### config.mk
export PLATFORM = sky130hd
export DESIGN_NAME = paddle_ctrl
export DESIGN_NICKNAME = d
export VERILOG_FILES = /design/src/rtl/paddle_ctrl_pkg.sv /design/src/rtl/paddle_ctrl_paddle_cmd.sv /design/src/rtl/paddle_ctrl.sv
export SDC_FILE = /design/constraint.sdc
export NUM_CORES = 1
export LEC_CHECK = 0
export CELL_PAD_IN_SITES_DETAIL_PLACEMENT = 1
export CELL_PAD_IN_SITES_GLOBAL_PLACEMENT = 1
export CORE_MARGIN = 8
export CORE_UTILIZATION = 44
export DETAILED_ROUTE_END_ITERATION = 8
export DONT_BUFFER_PORTS = 1
export PLACE_DENSITY_LB_ADDON = 0.25
export SYNTH_ARGS = -nofsm -noshare
export SYNTH_HDL_FRONTEND = slang
export SYNTH_SLANG_ARGS = --single-unit
### constraint.sdc
create_clock -name game_clk -period 3.5 [get_ports game_clk]
set_input_delay 0.7 -clock game_clk [delete_from_list [all_inputs] [get_ports game_clk]]
set_output_delay 0.7 -clock game_clk [all_outputs]
set_load 0.005 [all_outputs]
### src/rtl/paddle_ctrl_pkg.sv
// Shared game definitions: state encoding, playfield constants and a
// helper telling which game states let the paddles move.
package paddle_ctrl_pkg;

    typedef enum logic [1:0] {
        ST_IDLE   = 2'd0,
        ST_SERVE  = 2'd1,
        ST_PLAY   = 2'd2,
        ST_PAUSED = 2'd3
    } game_state_t;

    // Playfield geometry shared with the paddle position blocks.
    localparam int Y_MAX        = 280;
    localparam int PADDLE_H_DEF = 200;

    // Paddles may move while serving and while playing.
    function automatic logic moves_allowed(input game_state_t s);
        return (s == ST_SERVE) || (s == ST_PLAY);
    endfunction

endpackage

### src/rtl/paddle_ctrl_paddle_cmd.sv
// Per-paddle command stage: drops conflicting up+down requests, gates
// by game state and the rate strobe, and registers the result.
module paddle_cmd (
    input  logic game_clk,
    input  logic rst,
    input  logic strobe,
    input  logic move_en,
    input  logic req_up,
    input  logic req_down,
    output logic up_o,
    output logic down_o
);

    // Register one-cycle move commands; move_en reflects the state the
    // game enters on this edge, so a pause clears a pending move at once.
    always_ff @(posedge game_clk) begin
        if (rst) begin
            up_o   <= 1'b0;
            down_o <= 1'b0;
        end else begin
            up_o   <= strobe && move_en && req_up && !req_down;
            down_o <= strobe && move_en && req_down && !req_up;
        end
    end

endmodule

### src/rtl/paddle_ctrl.sv
// Game-level sequencer: IDLE/SERVE/PLAY/PAUSED FSM, ball enable, rate
// divider and gated paddle commands. Optional CPU opponent for paddle 2
// is compiled in when CPU_PLAYER_EN is defined.
// No valid/ready handshakes here: all inputs are levels or one-cycle
// pulses sampled on every game_clk edge.
module paddle_ctrl
    import paddle_ctrl_pkg::*;
#(
    parameter int SPEED_DIV   = 1,
    parameter int SERVE_TICKS = 120,
    parameter int PADDLE_H    = PADDLE_H_DEF,
    parameter int DEADBAND    = 4
) (
    input  logic       game_clk,
    input  logic       rst,
    input  logic       start,
    input  logic       pause,
    input  logic       score_evt,
    input  logic       p1_up,
    input  logic       p1_down,
    input  logic       p2_up,
    input  logic       p2_down,
    input  logic       cpu_mode,
    input  logic [9:0] ball_y,
    input  logic [9:0] p2_y,
    output logic       p1_up_o,
    output logic       p1_down_o,
    output logic       p2_up_o,
    output logic       p2_down_o,
    output logic       ball_en,
    output logic [1:0] state
);

    localparam int DIV_W = (SPEED_DIV > 1) ? $clog2(SPEED_DIV) : 1;
    localparam int SRV_W = (SERVE_TICKS > 1) ? $clog2(SERVE_TICKS) : 1;
    localparam logic [DIV_W-1:0] DIV_LAST   = DIV_W'(SPEED_DIV - 1);
    localparam logic [SRV_W-1:0] SERVE_LOAD = SRV_W'(SERVE_TICKS - 1);

    game_state_t      state_q, state_d;
    logic [SRV_W-1:0] serve_q, serve_d;
    logic [DIV_W-1:0] div_q;
    logic             strobe;
    logic             move_en;
    logic             p2_req_up, p2_req_down;

    // Rate divider: free-running 0..SPEED_DIV-1 in every state.
    always_ff @(posedge game_clk) begin
        if (rst) begin
            div_q <= '0;
        end else if (strobe) begin
            div_q <= '0;
        end else begin
            div_q <= div_q + DIV_W'(1);
        end
    end

    assign strobe = (div_q == DIV_LAST);

    // FSM state and serve countdown registers.
    always_ff @(posedge game_clk) begin
        if (rst) begin
            state_q <= ST_IDLE;
            serve_q <= '0;
        end else begin
            state_q <= state_d;
            serve_q <= serve_d;
        end
    end

    // Next-state logic; score_evt outranks pause in PLAY.
    always_comb begin
        state_d = state_q;
        serve_d = serve_q;
        case (state_q)
            ST_IDLE: begin
                if (start) begin
                    state_d = ST_SERVE;
                    serve_d = SERVE_LOAD;
                end
            end
            ST_SERVE: begin
                if (serve_q == '0) begin
                    state_d = ST_PLAY;
                end else begin
                    serve_d = serve_q - SRV_W'(1);
                end
            end
            ST_PLAY: begin
                if (score_evt) begin
                    state_d = ST_SERVE;
                    serve_d = SERVE_LOAD;
                end else if (pause) begin
                    state_d = ST_PAUSED;
                end
            end
            ST_PAUSED: begin
                if (pause) begin
                    state_d = ST_PLAY;
                end
            end
            default: begin
                state_d = ST_IDLE;
            end
        endcase
    end

    assign state   = state_q;
    assign ball_en = (state_q == ST_PLAY);
    assign move_en = moves_allowed(state_d);

`ifdef CPU_PLAYER_EN
    logic [10:0] cpu_center;
    logic [10:0] cpu_ball;
    logic        cpu_up, cpu_down;

    // CPU tracking: steer paddle-2 center toward the ball outside a deadband.
    always_comb begin
        cpu_center  = {1'b0, p2_y} + 11'(PADDLE_H / 2);
        cpu_ball    = {1'b0, ball_y};
        cpu_down    = (cpu_center + 11'(DEADBAND)) < cpu_ball;
        cpu_up      = cpu_center > (cpu_ball + 11'(DEADBAND));
        p2_req_up   = cpu_mode ? cpu_up   : p2_up;
        p2_req_down = cpu_mode ? cpu_down : p2_down;
    end
`else
    logic unused_cpu_inputs;

    // Without the CPU opponent paddle 2 follows its buttons only.
    always_comb begin
        p2_req_up   = p2_up;
        p2_req_down = p2_down;
    end

    assign unused_cpu_inputs = ^{cpu_mode, ball_y, p2_y};
`endif

    paddle_cmd u_p1 (
        .game_clk (game_clk),
        .rst      (rst),
        .strobe   (strobe),
        .move_en  (move_en),
        .req_up   (p1_up),
        .req_down (p1_down),
        .up_o     (p1_up_o),
        .down_o   (p1_down_o)
    );

    paddle_cmd u_p2 (
        .game_clk (game_clk),
        .rst      (rst),
        .strobe   (strobe),
        .move_en  (move_en),
        .req_up   (p2_req_up),
        .req_down (p2_req_down),
        .up_o     (p2_up_o),
        .down_o   (p2_down_o)
    );

endmodule

# --- After elaboration in Yosys (flattened, before gate mapping) ---
# Cells that the tools add are included.
totals:
  in_bits: 30
  reg_bits: 14
  output_inout_bits: 7
  word_cells: 47
op_classes:
  n_eq_ne: 8
  reduce_logical: 19
  n_addsub: 2
  bitwise_logic: 1
  n_mux: 10
op_table:
  columns: ["op", "count"]
  rows:
  - ["7-bit two-way mux", 3]
  - ["7-bit case mux with 3 select lines", 1]
  - ["2-bit two-way mux", 5]
  - ["1-bit logical AND", 9]
  - ["2-bit case mux with 4 select lines", 1]
  - ["7-bit zero test", 1]
  - ["7-bit by 1-bit subtractor with 7-bit output, second input constant", 1]
  - ["2-bit == test, second input constant", 3]
  - ["2-bit inequality test, second input constant", 3]
  - ["2-bit by 1-bit == test with 1-bit output, second input constant", 2]
  - ["1-bit zero test", 4]
  - ["4-bit AND reduction", 1]
  - ["3-bit nonzero test", 1]
  - ["2-bit zero test", 1]
  - ["2-bit OR reduction", 1]
  - ["1-bit adder, second input constant", 1]
  - ["1-bit logical OR", 1]
  - ["1-bit NOT", 1]

# --- Logic depth before layout (Yosys ltp) ---
logic_depth:
  depth_word: 8
  depth_mapped: 6
  depth_no_buf: 6

# --- Hierarchy ---
# Synthesis repeated with hierarchy kept, for this count alone.
hier_totals:
  hier_cells: 79
  hier_area_um2: 795.8
modules_own_cells:
  columns: ["mod", "seq_area_each_um2", "cells_each", "instances", "area_each_um2"]
  rows:
  - ["paddle_ctrl", 200.2, 69, 1, 625.6]
  - ["paddle_cmd", 40.0, 5, 2, 85.1]

# --- Worst setup path after synthesis ---
# No wires, ideal clock.
synth_path:
  kind: "reg-to-reg"
  startpoint: "register state_q[0] (netlist: state[0])"
  endpoint: "register serve_q[3]"
  path_stages_with_launch: 6
  arrival_time_ps: 1383
  required_time_ps: 3370
  path_slack_ps: 1986
  synth_period_minus_slack_ps: 1514
  n_path_buf: 1
  setup_time_ps: 130
  path_cell_list: "dfxtp_1 buf_6 or4b_4 a211oi_1 xnor2_1 nor3_2"
synth_between:
  elab_chain_len: 3
  elab_cells_between_ends: 9
  classes_between: "5 x eq/ne; 1 x mux; 3 x reduce/logical"
synth_lines:
  columns: ["element", "line", "rtl"]
  rows:
  - ["start: declaration", "paddle_ctrl.sv:39", "game_state_t state_q, state_d;"]
  - ["start signal: assignment", "paddle_ctrl.sv:65", "state_q <= state_d;"]
  - ["2-bit by 1-bit == test with 1-bit output (tied with other cells)", "paddle_ctrl.sv:74", "case (state_q)"]
  - ["2-bit inequality test (no source line) / 3-bit nonzero test (equally long branches)", null, null]
  - ["4-bit AND reduction (no source line)", null, null]
  - ["end signal: assignment", "paddle_ctrl.sv:66", "serve_q <= serve_d;"]
  - ["end: declaration", "paddle_ctrl.sv:40", "logic [SRV_W-1:0] serve_q, serve_d;"]
# Several ways; a longest one is shown, not always the timed one.
# A chain may end at the register's enable or synchronous reset.

# --- Final worst setup path ---
layout_path:
  startpoint: "register state_q[1] (netlist: state[1])"
  endpoint: "output port ball_en"
layout_between:
  elab_chain_len: 1
layout_lines:
  columns: ["element", "line", "rtl"]
  rows:
  - ["2-bit == test", "paddle_ctrl.sv:108", "assign ball_en = (state_q == ST_PLAY);"]
  - ["end: declaration", "paddle_ctrl.sv:30", "output logic ball_en,"]
# Every way passes these cells.

==> metrics.txt <==
Switch Pwr=between 100 and 150 uW; reg2reg end=serve_q[3]$_SDFFE_PP0P_; Crit path max-delay family=flip-flops; Reg clk slew, reported paths=90 ps; Flop pwr share=49.4%; global-route wire length before repair=2.21 mm; R2R cell count=4; worst-margin pin slew=533 ps; # nets final=102; final hold violation count=0; status=complete, no violations; Achievable Freq=555 MHz; Combinational Power Share=23.3%; Worst Hold End=serve_q[3]$_SDFFE_PP0P_; Wirelength per Cell=15.8 um; switch share=30.8%; Final period util=51.4%; vias per inst=5.98; post-synthesis register bit count=14; number of synthesized flops with an enable pin=0; largest net degree at the start of global routing=13; Area Overhead vs Synth=5.54%; clock tree from TritonCTS=built; Worst Path Max Fanout=12; Leakage=about 0.25 nW; CORE AREA=1450 um2; Design Area, Final=691 um2; Final Slew Violations=0; Power per Cell Area=a little over 600 nW/um2; 1st-iter DRT viols=3; hold depth=1; Post-Route Setup TNS=0 ps; initial core utilization=45.0%; worst vdd ir=0.220 mV; Worst R2R Start=state[0]$_SDFF_PP0_; critical-path cell list=and2b_2; Setup-failing EPs final=0; clk buf depth=2; GRT Overall Usage=10.4%; Die H=54.6 um; CP max stage cell=dfxtp_1; Die X-Extent=54.6 um; Int Power=292 uW; critical path class=flip-flop to output port; sequential fraction of the synthesis area=42.8%; CP startpoint kind=flip-flop; R2R setup slack=1850 ps; Area after DPL=654 um2; Final ANT Viol Nets=0; I/O pin count=37; CTS root buffer=clkbuf_4; max cap viols=0; CP Data Arrival Time=1100 ps; Mapped Nets=100; CP required=2800 ps; CP max stage delay=590 ps; Buf+Inv Stages, Crit Path=0; vias in the first global route=505; Clock Sinks=14; Post-synth ARST share=0%; utilization after layout=47.5%; Synth cell types=32; layout cells sized above 1=14.3%; Tot Pwr=422 uW; cell count after synthesis=69; yosys warns=0; Final GP Congestion=0.722; CTS Buf Count=3; setup bufs post-CTS=0; Clock H-tree levels=1; std cell rows=14; CTS Hold Bufs=0; First-pass DRT Iterations=2; max_slew headroom=64.2%; Worst Hold Class=input port to flip-flop; die footprint=2980 um2; Final Skew=8.56 ps; Worst-Skew Late Latency=280 ps; total wire length=1.36 mm; input/output buffers=0; grt total ovfl=0; HP Start=rst; n_diodes=0; post-DP HPWL=1.03 mm; via count=a little over 500; CP endpoint kind=output port; Final min period=approximately 1800 ps; drt drc=0; RSZ-0062 raised after global routing=no; initial antenna violation count=0; Synth Cell Area=about 650 um2; Clock Power Share=27.3%; Synth Flop Type=dfxtp_1; syn_area_per_cell=about 9.5 um2; Post-CTS Resized=0
-- flip-flops by register name, indices dropped and copies added, names as in the netlist --
| signal | cells |
|---|---|
| u_p2.up_o | 1 |
| u_p1.down_o | 1 |
| u_p1.up_o | 1 |
| state | 2 |
| div_q | 1 |
| serve_q | 7 |
| u_p2.down_o | 1 |
-- worst max path at each step --
stage | from | endpoint | slack (ps) | cells after the start
6_report | state[1]$_SDFF_PP0_ | ball_en | 1700 | 1
5_1_grt | state[0]$_SDFF_PP0_ | ball_en | 1600 | 1
4_1_cts | state[1]$_SDFF_PP0_ | ball_en | 1670 | 1
3_5_place_dp | state[0]$_SDFF_PP0_ | serve_q[3]$_SDFFE_PP0P_ | 1810 | 4
3_3_place_gp | score_evt | u_p2.up_o$_SDFF_PP0_ | 1840 | 4
2_1_floorplan | state[0]$_SDFF_PP0_ | serve_q[3]$_SDFFE_PP0P_ | 1990 | 5
-- cells in the mapped netlist (2+ instances only) --
cell type   n  area [um2]
inv_1       5        18.8
nand2_1     2        7.51
a211oi_1    6        45.0
dfxtp_1    14         280
nor2_1      4        15.0
nor3b_1     4        30.0
nor3_1      3        15.0
a21oi_1     5        25.0
xnor2_1     2        17.5
o21ai_0     2        10.0
-- placed cells by master, fill, tap and decap left out, drive strengths merged --
cell type and count:
mux2i 1, a311oi 1, a211oi 6, o22a 1, xnor2 2, and2b 1
nand3b 1, a21o 1, a21oi 5, o21ai 2, nand2b 1, clkbuf 4
nor3b 4, o41ai 1, nand2 2, nor4b 2, or2 1, conb 1
nor4 2, nor3 4, a211o 1, dfxtp 14, inv 5, nor2 4
or4b 1, ha 1, nor2b 1
-- cells by family after synthesis --
| logic type | share of synthesized area (%) |
|---|---|
| AOI/OAI and AO/OA | 18.7 |
| xor gates and xnor gates | 2.68 |
| adders and majority gates | 1.91 |
| buffers and inverters | 5.93 |
| DFF | 42.8 |
| muxes | 1.53 |
| other | 0.573 |
| and+or+nand+nor | 25.8 |
-- metrics by stage --
stage,std cells,setup slack (ps),hold WS (ps)
finish,86,1700,473
global route,86,1600,449
floorplan,69,1990,467
CTS,86,1670,460
global placement,82,1840,481
detailed placement,82,1810,489
-- routing by layer --
metal,GRT usage (%),up-vias,routed length (um)
met1,9.66,250,553
met5,0,-,0
met4,3.69,0,9
met2,17.9,10,689
li1,-,252,-
met3,6.79,2,105
-- power by group through the flow --
| stage | clock network (mW) | logic (mW) | registers, mW |
|---|---|---|---|
| finish | 0.115 | 0.0984 | 0.208 |
| global route | 0.129 | 0.111 | 0.213 |
| CTS | 0.122 | 0.0997 | 0.209 |
| detailed placement | 0 | 0.0989 | 0.213 |
| global placement | 0 | 0.0961 | 0.212 |
| floorplan | 0 | 0.0955 | 0.200 |
-- layout make-up --
| type | count | area (um2) |
|---|---|---|
| Inverter | 5 | 18.8 |
| Sequential cell | 14 | 280 |
| Tap cell | 16 | 20.0 |
| Clock buffer | 4 | 36.3 |
| Multi-Input combinational cell | 47 | 335 |
| Fill cell | 178 | 763 |
(Power assumes the default switching activity.)
